[config.mk]
export PLATFORM = sky130hd
export DESIGN_NAME = mvau_wgt_streamer_flat
export DESIGN_NICKNAME = d
export VERILOG_FILES = /design/src/rtl/mvau_defn.sv /design/src/rtl/mvau_wgt_streamer_if.sv /design/src/rtl/mvau_wgt_mem.sv /design/src/rtl/mvau_wgt_streamer.sv /design/src/flat_wrapper.sv
export SDC_FILE = /design/constraint.sdc
export NUM_CORES = 1
export LEC_CHECK = 0
export ABC_AREA = 1
export BUFFER_PORTS_ARGS = -buffer_cell sky130_fd_sc_hd__clkbuf_2
export CAP_MARGIN = 10
export CORE_ASPECT_RATIO = 1.25
export CORE_MARGIN = 2
export CORE_UTILIZATION = 60
export DETAILED_ROUTE_END_ITERATION = 7
export GPL_TIMING_DRIVEN = 0
export PLACE_DENSITY = 0.86
export SETUP_SLACK_MARGIN = 0.2
export SYNTH_ARGS = -nofsm -noshare
export SYNTH_HDL_FRONTEND = slang
export SYNTH_SLANG_ARGS = --single-unit
[constraint.sdc]
create_clock -name clk -period 3.2 [get_ports clk]
set_clock_uncertainty 0.05 [all_clocks]
set_input_delay 0.48 -clock clk [delete_from_list [all_inputs] [get_ports clk]]
set_output_delay 0.48 -clock clk [all_outputs]
set_load 0.02 [all_outputs]
[src/rtl/mvau_defn.sv]
// Shared MVAU definitions: default layer geometry, derived weight-memory
// constants and the weight streamer's FSM state and tile tag types.
package mvau_defn;

    localparam int unsigned MATRIX_W  = 8;
    localparam int unsigned MATRIX_H  = 4;
    localparam int unsigned SIMD_DEF  = 2;
    localparam int unsigned PE_DEF    = 2;
    localparam int unsigned TW_DEF    = 4;
    localparam int unsigned REP_W_DEF = 16;

    function automatic int unsigned clog2_min1(input int unsigned n);
        return (n > 1) ? $clog2(n) : 1;
    endfunction

    localparam int unsigned SF         = MATRIX_W / SIMD_DEF;
    localparam int unsigned NF         = MATRIX_H / PE_DEF;
    localparam int unsigned SF_T       = clog2_min1(SF);
    localparam int unsigned NF_T       = clog2_min1(NF);
    localparam int unsigned WMEM_DEPTH = SF * NF;

    typedef enum logic [1:0] {
        IDLE,
        RUN,
        DRAIN
    } wstrm_state_e;

    // Per-tile markers that travel through the skid buffer with the weights.
    typedef struct packed {
        logic sf_last;
        logic nf_last;
        logic fin;
    } tile_tag_t;

endpackage

[src/rtl/mvau_wgt_streamer_if.sv]
// Weight tile stream towards the MVAU in_wgt port (ready/valid).
interface mvau_wgt_streamer_if #(
    parameter int unsigned SIMD = 2,
    parameter int unsigned PE   = 2,
    parameter int unsigned TW   = 4
);
    logic                 out_v;
    logic                 out_rdy;
    logic [0:SIMD*TW-1]   out_wgt [0:PE-1];
    logic                 out_sf_last;
    logic                 out_nf_last;

    modport master (output out_v, output out_wgt, output out_sf_last,
                    output out_nf_last, input out_rdy);
    modport slave  (input out_v, input out_wgt, input out_sf_last,
                    input out_nf_last, output out_rdy);
endinterface

[src/rtl/mvau_wgt_mem.sv]
// One PE weight bank: simple dual-port RAM, synchronous write and read.
module mvau_wgt_mem #(
    parameter int unsigned DEPTH = 8,
    parameter int unsigned WIDTH = 8,
    parameter int unsigned AW    = 3
) (
    input  logic             clk,
    input  logic             rst_n,
    input  logic             wen_i,
    input  logic [AW-1:0]    waddr_i,
    input  logic [WIDTH-1:0] wdata_i,
    input  logic             ren_i,
    input  logic [AW-1:0]    raddr_i,
    output logic [WIDTH-1:0] rdata_o
);
    logic [WIDTH-1:0] mem_q [DEPTH];

    always_ff @(posedge clk) begin
        if (wen_i) mem_q[waddr_i] <= wdata_i;
    end

    // Read register doubles as the main output slot, so it clears on reset.
    always_ff @(posedge clk or negedge rst_n) begin
        if (!rst_n)     rdata_o <= '0;
        else if (ren_i) rdata_o <= mem_q[raddr_i];
    end
endmodule

[src/rtl/mvau_wgt_streamer.sv]
// Replays the per-PE weight banks as a tile stream (sf, then nf, then rep)
// behind a 2-entry skid buffer with ready/valid flow control.
module mvau_wgt_streamer
    import mvau_defn::*;
#(
    parameter int unsigned MatrixW = MATRIX_W,
    parameter int unsigned MatrixH = MATRIX_H,
    parameter int unsigned SIMD    = SIMD_DEF,
    parameter int unsigned PE      = PE_DEF,
    parameter int unsigned TW      = TW_DEF,
    parameter int unsigned REP_W   = REP_W_DEF
) (
    input  logic                                             clk,
    input  logic                                             rst_n,
    input  logic                                             wmem_wen,
    input  logic [clog2_min1(PE)-1:0]                        wmem_pe,
    input  logic [clog2_min1((MatrixW/SIMD)*(MatrixH/PE))-1:0] wmem_addr,
    input  logic [SIMD*TW-1:0]                               wmem_din,
    input  logic                                             start,
    input  logic [REP_W-1:0]                                 num_reps,
    mvau_wgt_streamer_if.master                              strm,
    output logic                                             busy,
    output logic                                             done
);
    localparam int unsigned SF_N  = MatrixW / SIMD;
    localparam int unsigned NF_N  = MatrixH / PE;
    localparam int unsigned DEPTH = SF_N * NF_N;
    localparam int unsigned AW    = clog2_min1(DEPTH);
    localparam int unsigned SFW   = clog2_min1(SF_N);
    localparam int unsigned NFW   = clog2_min1(NF_N);
    localparam int unsigned PEW   = clog2_min1(PE);
    localparam int unsigned WW    = SIMD * TW;

    wstrm_state_e         state_q;
    logic [SFW-1:0]       sf_q;
    logic [NFW-1:0]       nf_q;
    logic [REP_W-1:0]     rep_q, reps_q;
    logic                 busy_q, done_q;

    logic [PE-1:0][WW-1:0] rdata_w;
    logic [PE-1:0][WW-1:0] s_wgt_q, s_wgt_d;
    logic                  m_v_q, m_v_d, s_v_q, s_v_d;
    tile_tag_t             m_tag_q, m_tag_d, s_tag_q, s_tag_d, rd_tag, out_tag;

    logic                  out_v_w, pop, pop_m, m_keep, rd_en;
    logic                  sf_wrap, nf_wrap, rep_last;
    logic [1:0]            occ;
    logic [AW-1:0]         rd_addr;

    assign sf_wrap  = (sf_q == SFW'(SF_N - 1));
    assign nf_wrap  = (nf_q == NFW'(NF_N - 1));
    assign rep_last = (rep_q == reps_q - REP_W'(1));
    assign rd_addr  = AW'(nf_q) * AW'(SF_N) + AW'(sf_q);

    always_comb begin
        rd_tag         = '0;
        rd_tag.sf_last = sf_wrap;
        rd_tag.nf_last = sf_wrap && nf_wrap;
        rd_tag.fin     = sf_wrap && nf_wrap && rep_last;
    end

    // Data returns the next cycle straight into the read register, so the only
    // credit question is whether a slot is free after this cycle's pop.
    assign out_v_w = s_v_q || m_v_q;
    assign pop     = out_v_w && strm.out_rdy;
    assign occ     = {1'b0, s_v_q} + {1'b0, m_v_q};
    assign rd_en   = (state_q == RUN) && ((occ != 2'd2) || pop);

    for (genvar p = 0; p < PE; p++) begin : g_bank
        mvau_wgt_mem #(.DEPTH(DEPTH), .WIDTH(WW), .AW(AW)) u_mem (
            .clk     (clk),
            .rst_n   (rst_n),
            .wen_i   (wmem_wen && (state_q == IDLE) && (wmem_pe == PEW'(p))),
            .waddr_i (wmem_addr),
            .wdata_i (wmem_din),
            .ren_i   (rd_en),
            .raddr_i (rd_addr),
            .rdata_o (rdata_w[p])
        );
    end

    always_ff @(posedge clk or negedge rst_n) begin
        if (!rst_n) begin
            state_q <= IDLE;
            sf_q    <= '0;
            nf_q    <= '0;
            rep_q   <= '0;
            reps_q  <= '0;
            busy_q  <= 1'b0;
            done_q  <= 1'b0;
        end else begin
            done_q <= 1'b0;
            unique case (state_q)
                IDLE: begin
                    if (start) begin
                        if (num_reps != '0) begin
                            state_q <= RUN;
                            busy_q  <= 1'b1;
                            sf_q    <= '0;
                            nf_q    <= '0;
                            rep_q   <= '0;
                            reps_q  <= num_reps;
                        end else begin
                            done_q <= 1'b1;
                        end
                    end
                end
                RUN: begin
                    if (rd_en) begin
                        if (sf_wrap) begin
                            sf_q <= '0;
                            if (nf_wrap) begin
                                nf_q  <= '0;
                                rep_q <= rep_q + 1'b1;
                            end else begin
                                nf_q <= nf_q + 1'b1;
                            end
                        end else begin
                            sf_q <= sf_q + 1'b1;
                        end
                        if (rd_tag.fin) state_q <= DRAIN;
                    end
                end
                default: ;
            endcase
            if ((state_q != IDLE) && pop && out_tag.fin) begin
                state_q <= IDLE;
                busy_q  <= 1'b0;
                done_q  <= 1'b1;
            end
        end
    end

    // Skid slot holds the older tile; a new read evicts an unsent main tile into it.
    always_comb begin
        pop_m   = pop && !s_v_q;
        m_keep  = m_v_q && !pop_m;
        s_v_d   = s_v_q && !(pop && s_v_q);
        s_wgt_d = s_wgt_q;
        s_tag_d = s_tag_q;
        m_v_d   = m_keep;
        m_tag_d = m_tag_q;
        if (rd_en) begin
            m_v_d   = 1'b1;
            m_tag_d = rd_tag;
            if (m_keep) begin
                s_v_d   = 1'b1;
                s_wgt_d = rdata_w;
                s_tag_d = m_tag_q;
            end
        end
    end

    always_ff @(posedge clk or negedge rst_n) begin
        if (!rst_n) begin
            m_v_q   <= 1'b0;
            s_v_q   <= 1'b0;
            m_tag_q <= '0;
            s_tag_q <= '0;
        end else begin
            m_v_q   <= m_v_d;
            s_v_q   <= s_v_d;
            m_tag_q <= m_tag_d;
            s_tag_q <= s_tag_d;
        end
    end

    always_ff @(posedge clk) begin
        s_wgt_q <= s_wgt_d;
    end

    always_comb begin
        out_tag          = s_v_q ? s_tag_q : m_tag_q;
        strm.out_v       = out_v_w;
        strm.out_sf_last = out_v_w && out_tag.sf_last;
        strm.out_nf_last = out_v_w && out_tag.nf_last;
        for (int p = 0; p < PE; p++) begin
            strm.out_wgt[p] = s_v_q ? s_wgt_q[p] : rdata_w[p];
        end
    end

    assign busy = busy_q;
    assign done = done_q;
endmodule

[src/flat_wrapper.sv]
// flat-port wrapper written by rule: the top's interface ports become plain ports
module mvau_wgt_streamer_flat import mvau_defn::*;
#(
    parameter int unsigned MatrixW = MATRIX_W,
    parameter int unsigned MatrixH = MATRIX_H,
    parameter int unsigned SIMD    = SIMD_DEF,
    parameter int unsigned PE      = PE_DEF,
    parameter int unsigned TW      = TW_DEF,
    parameter int unsigned REP_W   = REP_W_DEF
)
  (clk, rst_n, wmem_wen, wmem_pe, wmem_addr, wmem_din, start, num_reps, busy, done, strm_out_v, strm_out_wgt, strm_out_sf_last, strm_out_nf_last, strm_out_rdy);
  mvau_wgt_streamer_if #(.SIMD(SIMD), .PE(PE), .TW(TW)) strm_i ();
  input  logic clk;
  input  logic rst_n;
  input  logic wmem_wen;
  input  logic [clog2_min1(PE)-1:0] wmem_pe;
  input  logic [clog2_min1((MatrixW/SIMD)*(MatrixH/PE))-1:0] wmem_addr;
  input  logic [SIMD*TW-1:0] wmem_din;
  input  logic start;
  input  logic [REP_W-1:0] num_reps;
  output logic busy;
  output logic done;
  output wire logic [$bits(strm_i.out_v)-1:0] strm_out_v;
  output wire logic [$bits(strm_i.out_wgt)-1:0] strm_out_wgt;
  output wire logic [$bits(strm_i.out_sf_last)-1:0] strm_out_sf_last;
  output wire logic [$bits(strm_i.out_nf_last)-1:0] strm_out_nf_last;
  input wire logic [$bits(strm_i.out_rdy)-1:0] strm_out_rdy;
  assign strm_out_v = strm_i.out_v;
  assign strm_out_wgt = {>>{strm_i.out_wgt}};
  assign strm_out_sf_last = strm_i.out_sf_last;
  assign strm_out_nf_last = strm_i.out_nf_last;
  assign strm_i.out_rdy = strm_out_rdy;
  mvau_wgt_streamer #(.MatrixW(MatrixW), .MatrixH(MatrixH), .SIMD(SIMD), .PE(PE), .TW(TW), .REP_W(REP_W)) u_core (.clk(clk), .rst_n(rst_n), .wmem_wen(wmem_wen), .wmem_pe(wmem_pe), .wmem_addr(wmem_addr), .wmem_din(wmem_din), .start(start), .num_reps(num_reps), .strm(strm_i), .busy(busy), .done(done));
endmodule
### Yosys cells after proc, flatten, opt, wreduce, memory -nomap -nowiden

Memory sizes are Yosys's and may differ from the RTL's. A register that Yosys moved wholly into a read port is not among the register bits.
Index checks and enable logic that the tools add are counted.

| word-level totals | value |
|---|---|
| bits in registers | 63 |
| memory bits (writable) | 128 |
| bits of input ports | 33 |
| logic and storage cells | 117 |
| memories kept | 2 |

| cells by class | value |
|---|---|
| add/subtract/negate cells | 6 |
| eq/ne operators | 13 |
| multiplexer cells | 41 |
| bitwise logic cells | 1 |
| reduce and logical (&&, ||, !) cells | 37 |

Memories:

| memory | depth | width | rd ports | clocked after Yosys merged registers in | write ports | line | RTL |
|---|---|---|---|---|---|---|---|
| u_core.g_bank[0].u_mem.mem_q | 8 | 8 | 1 | 1 | 1 | mvau_wgt_mem.sv:16 | `logic [WIDTH-1:0] mem_q [DEPTH];` |
| u_core.g_bank[1].u_mem.mem_q | 8 | 8 | 1 | 1 | 1 | mvau_wgt_mem.sv:16 |  |

Operators by type and width:

| kind | number |
|---|---|
| 16-bit 2-to-1 mux | 5 |
| 16-bit one-hot mux with 2 select lines | 1 |
| 1-bit 2-to-1 mux | 20 |
| 2-bit 2-to-1 mux | 9 |
| 16-bit by 1-bit adder with 16-bit output, second input constant | 1 |
| 16-bit equality test | 1 |
| 8-bit 2-to-1 mux | 2 |
| 16-bit nonzero test | 1 |
| 16-bit by 1-bit subtractor with 16-bit output, second input constant | 1 |
| 1-bit logical AND | 15 |
| 5-bit AND reduction | 2 |
| 2-bit nonzero test | 5 |
| 3-bit != test, second input constant | 3 |
| 2-bit != test, second input constant | 4 |
| 2-bit one-hot mux with 2 select lines | 2 |
| 3-bit AND reduction | 2 |
| 6-bit AND reduction | 1 |
| 1-bit logical NOT | 5 |
| 2-bit by 1-bit != test with 1-bit output, second input constant | 2 |
| 4-bit AND reduction | 1 |
| 3-bit by 2-bit adder with 3-bit output | 1 |
| 3-bit 2-to-1 mux | 1 |
| 3-bit by 2-bit != test with 1-bit output, second input constant | 1 |
| 3-bit nonzero test | 1 |
| 10 further kinds | 11 |

### Longest topological paths before layout

| logic depth | value |
|---|---|
| depth after elaboration | 7 |
| depth in mapped cells | 14 |
| gate-level depth less buffers | 14 |

### Hierarchy

A second synthesis with hierarchy kept.

| second synthesis, totals | value |
|---|---|
| cells, all modules | 1060 |
| area, all modules | 9829.4 um^2 |

Modules (own cells, without submodules):

| module | instances | cells an instance | area each (um^2) | sequential area each (um^2) |
|---|---|---|---|---|
| mvau_wgt_mem | 2 | 297 | 3089.2 | 2122.0 |
| mvau_wgt_streamer | 1 | 466 | 3651.0 | 1656.6 |

### Worst setup path before layout

OpenSTA, ideal clock, no wires.

| path | value |
|---|---|
| path kind | register -> register |
| start | register u_core.state_q[1] |
| end | register u_core.s_wgt_q[0] (netlist bit), enable pin |
| setup time | 396 ps |
| arrival time | 1710 ps |
| required time | 2754 ps |
| setup slack | 1044 ps |
| stages on the path, launching flop included | 6 |
| path buffers | 0 |
| clock period less this slack | 2156 ps |
| cells stage by stage | dfrtp_1 -> inv_2 -> nand2_4 -> inv_2 -> nand2_1 -> nor2_1 |

| on the way | value |
|---|---|
| word-level cells in the longest chain between the ends | 3 |

RTL lines:

| item | line | RTL |
|---|---|---|
| start, declared | mvau_wgt_streamer.sv:34 | `wstrm_state_e state_q;` |
| start signal, assigned | mvau_wgt_streamer.sv:84 | `state_q <= IDLE;` |
| start signal, assigned | mvau_wgt_streamer.sv:97 | `state_q <= RUN;` |
| start signal, assigned | mvau_wgt_streamer.sv:121 | `if (rd_tag.fin) state_q <= DRAIN;` |
| 2-bit by 1-bit equality test with 1-bit output | mvau_wgt_streamer.sv:67 | `assign rd_en = (state_q == RUN) && ((occ != 2'd2) \|\| pop);` |
| 1-bit logical AND | mvau_wgt_streamer.sv:67 |  |
| 2-bit AND reduction (no source line) | - |  |
| end signal, assigned | mvau_wgt_streamer.sv:169 | `s_wgt_q <= s_wgt_d;` |
| end, declared | mvau_wgt_streamer.sv:41 | `logic [PE-1:0][WW-1:0] s_wgt_q, s_wgt_d;` |

Every way passes these cells.
A chain may end at the register's enable or synchronous reset.

### Final worst setup path

| path | value |
|---|---|
| start | register u_core.s_v_q |
| end | output port strm_out_wgt[5] |

| on the way | value |
|---|---|
| word-level cells in the longest chain between the ends | 1 |

RTL lines:

| item | line | RTL |
|---|---|---|
| start, declared | mvau_wgt_streamer.sv:42 | `logic m_v_q, m_v_d, s_v_q, s_v_d;` |
| start signal, assigned | mvau_wgt_streamer.sv:162 | `s_v_q <= s_v_d;` |
| 8-bit 2-to-1 mux | mvau_wgt_streamer.sv:178 | `strm.out_wgt[p] = s_v_q ? s_wgt_q[p] : rdata_w[p];` |
| end, declared | flat_wrapper.sv:24 | `output wire logic [$bits(strm_i.out_wgt)-1:0] strm_out_wgt;` |

Every way passes these cells.

==> results_dict.tcl <==
set metrics [dict create \
    post-cts-setup-buffers 0 \
    drt_wl_total_mm 22.3 \
    cp.arrival_ps 2150 \
    synth-xor-area-share 0.0152 \
    floorplan.initialDensity 0.612 \
    hpwl_mm 14.8 \
    setup_viol 0 \
    cts_hold_buf 0 \
    clock_tree.root_cell "clkbuf_16" \
    grt_pass1_vias 6794 \
    stdcell_area_mm2 0.0104 \
    synth_ff_type "edfxtp_1" \
    outcome "complete, no violations" \
    drive_above_1_share 0.131 \
    diodes 0 \
    synth_compound_area_frac 0.117 \
    seq_area_frac_synth 0.642 \
    ios 54 \
    dieWidth_um 115 \
    rows 50 \
    power_density_mw_per_mm2 892 \
    cts-resized-gates 0 \
    ant_nets 0 \
    overflow 0 \
    firstDrtPassIters 6 \
    critPathBufInv 3 \
    fin_tns_setup_ps 0 \
    portBuffers 53 \
    dp.cells 1100 \
    drtIter0Drc 777 \
    synthesis.nets 901 \
    die_area_mm2 0.0163 \
    synthTopCellsByArea "edfxtp_1, dfrtp_1, nand2_1, o21ai_0, nor2_1" \
    cts.sinks 207 \
    hold_class "in2async" \
    finalCritPeriodShare 0.838 \
    synthMuxAreaShare 0.0174 \
    rrSetupSlack_ps 700 \
    yosys.area_share.simple 0.150 \
    cts_buffers 21 \
    cap_violations 0 \
    place_area_mm2 0.00969 \
    grt_pass1_wl_mm 35.2 \
    synth_fa_ha_area_frac 0.00408 \
    crit_slowest_cell "dfrtp_1" \
    max_freq_mhz 373 \
    multiInputGateArea_mm2 0.00280 \
    synth_cells 865 \
    clockBufferDepth 3 \
    startpoint_type "flop" \
    crit_family "buffers and inverters" \
    grt_max_degree 64 \
    path_common_cell "clkbuf_1" \
    synth_top_family_by_area "simple AND/OR/NAND/NOR gates" \
    antenna_found_initial 0 \
    yosysWarnings 0 \
    tightestPinTransition_ps 983 \
    critPathMaxStageDelay_ps 420 \
    route.detailed.drc 0 \
    slew_violations 0 \
    synth_seq_cells 207 \
    die_height_um 142 \
    track_usage 0.282 \
    synth.top_cell.area_share 0.470 \
    synth_enable_flop_cells 144 \
    rsz0062_at_grt "no" \
    fillers 1073 \
    r2r-start "u_core.sf_q[1]$_DFFE_PN0P_" \
    syn_to_final_growth_pct 13.1 \
    postSynthAreaPerCell_um2 10.6 \
    required_ps 2670 \
    gp_congestion 0.900 \
    leakagePower_nw 4.04 \
    finalNetCount 977 \
    cts_tree "built" \
    synth_top_area_cell "edfxtp_1" \
    synthArstFlopShare 0.304 \
    regArea_mm2 0.00590 \
    maxSlewHeadroom 0.344 \
    core_area_mm2 0.0150 \
    reg2reg_depth 6 \
    peakVddDrop_mv 0.522 \
    routed_via_density 6.09 \
    wl_per_cell_um 19.6 \
    final_hold_viol_count 0 \
    layout_common_cells "edfxtp_1, nand2_1, nor2_1" \
    final_common_cell "edfxtp_1" \
    crit_type "reg2out" \
    yosysUniqueCellTypes 37 \
    vias 6925 \
    r2r_end "u_core.g_bank[0].u_mem.rdata_o[2]$_DFFE_PN0P_" \
    fin_cells 1138 \
    crit_fanout 10 \
    cts_max_level 1 \
    insertion_delay_ps 500 \
    fin_crit_ps 2680 \
    worstPathCellList "clkbuf_1 -> clkbuf_1 -> nand2_1 -> o21ai_0 -> clkbuf_2" \
    critPathCaptureType "primary output" \
    syn_area_mm2 0.00919 \
    clk_pin_slew_ps 60 \
]
-- how the worst max path moves through the flow --
stage / slack [ps] / cells after the start / start / end
6_report: 520 / 5 / u_core.s_v_q$_DFF_PN0_ / strm_out_wgt[5]
5_1_grt: 300 / 5 / u_core.s_v_q$_DFF_PN0_ / strm_out_wgt[12]
4_1_cts: 530 / 5 / u_core.s_v_q$_DFF_PN0_ / strm_out_wgt[5]
3_5_place_dp: 910 / 10 / num_reps[1] / u_core.reps_q[6]$_DFFE_PN0P_
3_3_place_gp: 520 / 5 / u_core.state_q[1]$_DFFE_PN0P_ / u_core.s_wgt_q[4]$_DFFE_PP_
2_1_floorplan: 1040 / 5 / u_core.state_q[1]$_DFFE_PN0P_ / u_core.s_wgt_q[0]$_DFFE_PP_
-- per-stage QoR --
stage / setup slack (ps) / util / total power, W / hold WS, ps
floorplan: 1040 / - / 0.00572 / 134
global placement: 516 / 0.645 / 0.00662 / 375
detailed placement: 907 / 0.645 / 0.00673 / 379
CTS: 532 / 0.692 / 0.00923 / 103
global route: 301 / 0.692 / 0.00971 / 131
finish: 519 / 0.692 / 0.00927 / 64.7
-- Yosys cell counts (2+ instances only) --
cell type    n
xor2_1      11
nor3_1       5
dfrtp_1     63
buf_1        2
a21oi_2      2
nor4_1       5
clkbuf_1    23
o21ai_1      3
nor2_2       6
mux2i_1     16
o21ai_2      5
buf_2       10
nor2_1     119
inv_2        4
ha_1         3
nand3_1     43
edfxtp_1   144
buf_6        3
nand4_1      9
o32ai_1     16
nand2_1    137
o31ai_1      8
xnor2_1      5
a31oi_1      2
o221ai_1    16
a21oi_1      9
inv_1       81
nand3b_1     2
o211ai_1    16
o21ai_0     90
-- state kept, by name, indices dropped and copies added (netlist names), 2 cells and up --
name	flops
u_core.g_bank.u_mem.mem_q	128
u_core.g_bank.u_mem.rdata_o	16
u_core.m_tag_q	3
u_core.rep_q	16
u_core.reps_q	16
u_core.s_tag_q	3
u_core.s_wgt_q	16
u_core.sf_q	2
u_core.state_q	2
-- cell type report --
type                    instances  share of cell area
flip-flops and latches        207               0.568
multi-input cells             535               0.269
clock buffers                  21              0.0506
inverters                      85              0.0307
repair buffers                 53              0.0258
well taps                     182              0.0219
clock inverters                17              0.0171
plain buffers                  38              0.0171
-- kinds of logic (layout without fill, tap and decap cells) --
family                     after synthesis  in the layout
muxes                                   16             16
buffers and inverters                  123            214
AOI/OAI and AO/OA                      170            170
and+or+nand+nor                        330            330
adders and majority gates                3              3
xor gates and xnor gates                16             16
DFF                                    207            207
-- routing by layer --
metal  share of wire  GRT usage  up-vias
li1                -          -     3172
met3           0.081     0.0388       74
met2            0.50      0.483      407
met5               0          0        -
met1            0.37      0.351     3272
met4           0.051      0.142        0
-- where the power goes --
group          internal, W  leakage [nW]  switching [W]
registers          0.00330          2.11       0.000285
logic             0.000972          1.58        0.00221
clock network      0.00146         0.342        0.00103
total              0.00573          4.04        0.00353
(Power assumes the default switching activity.)
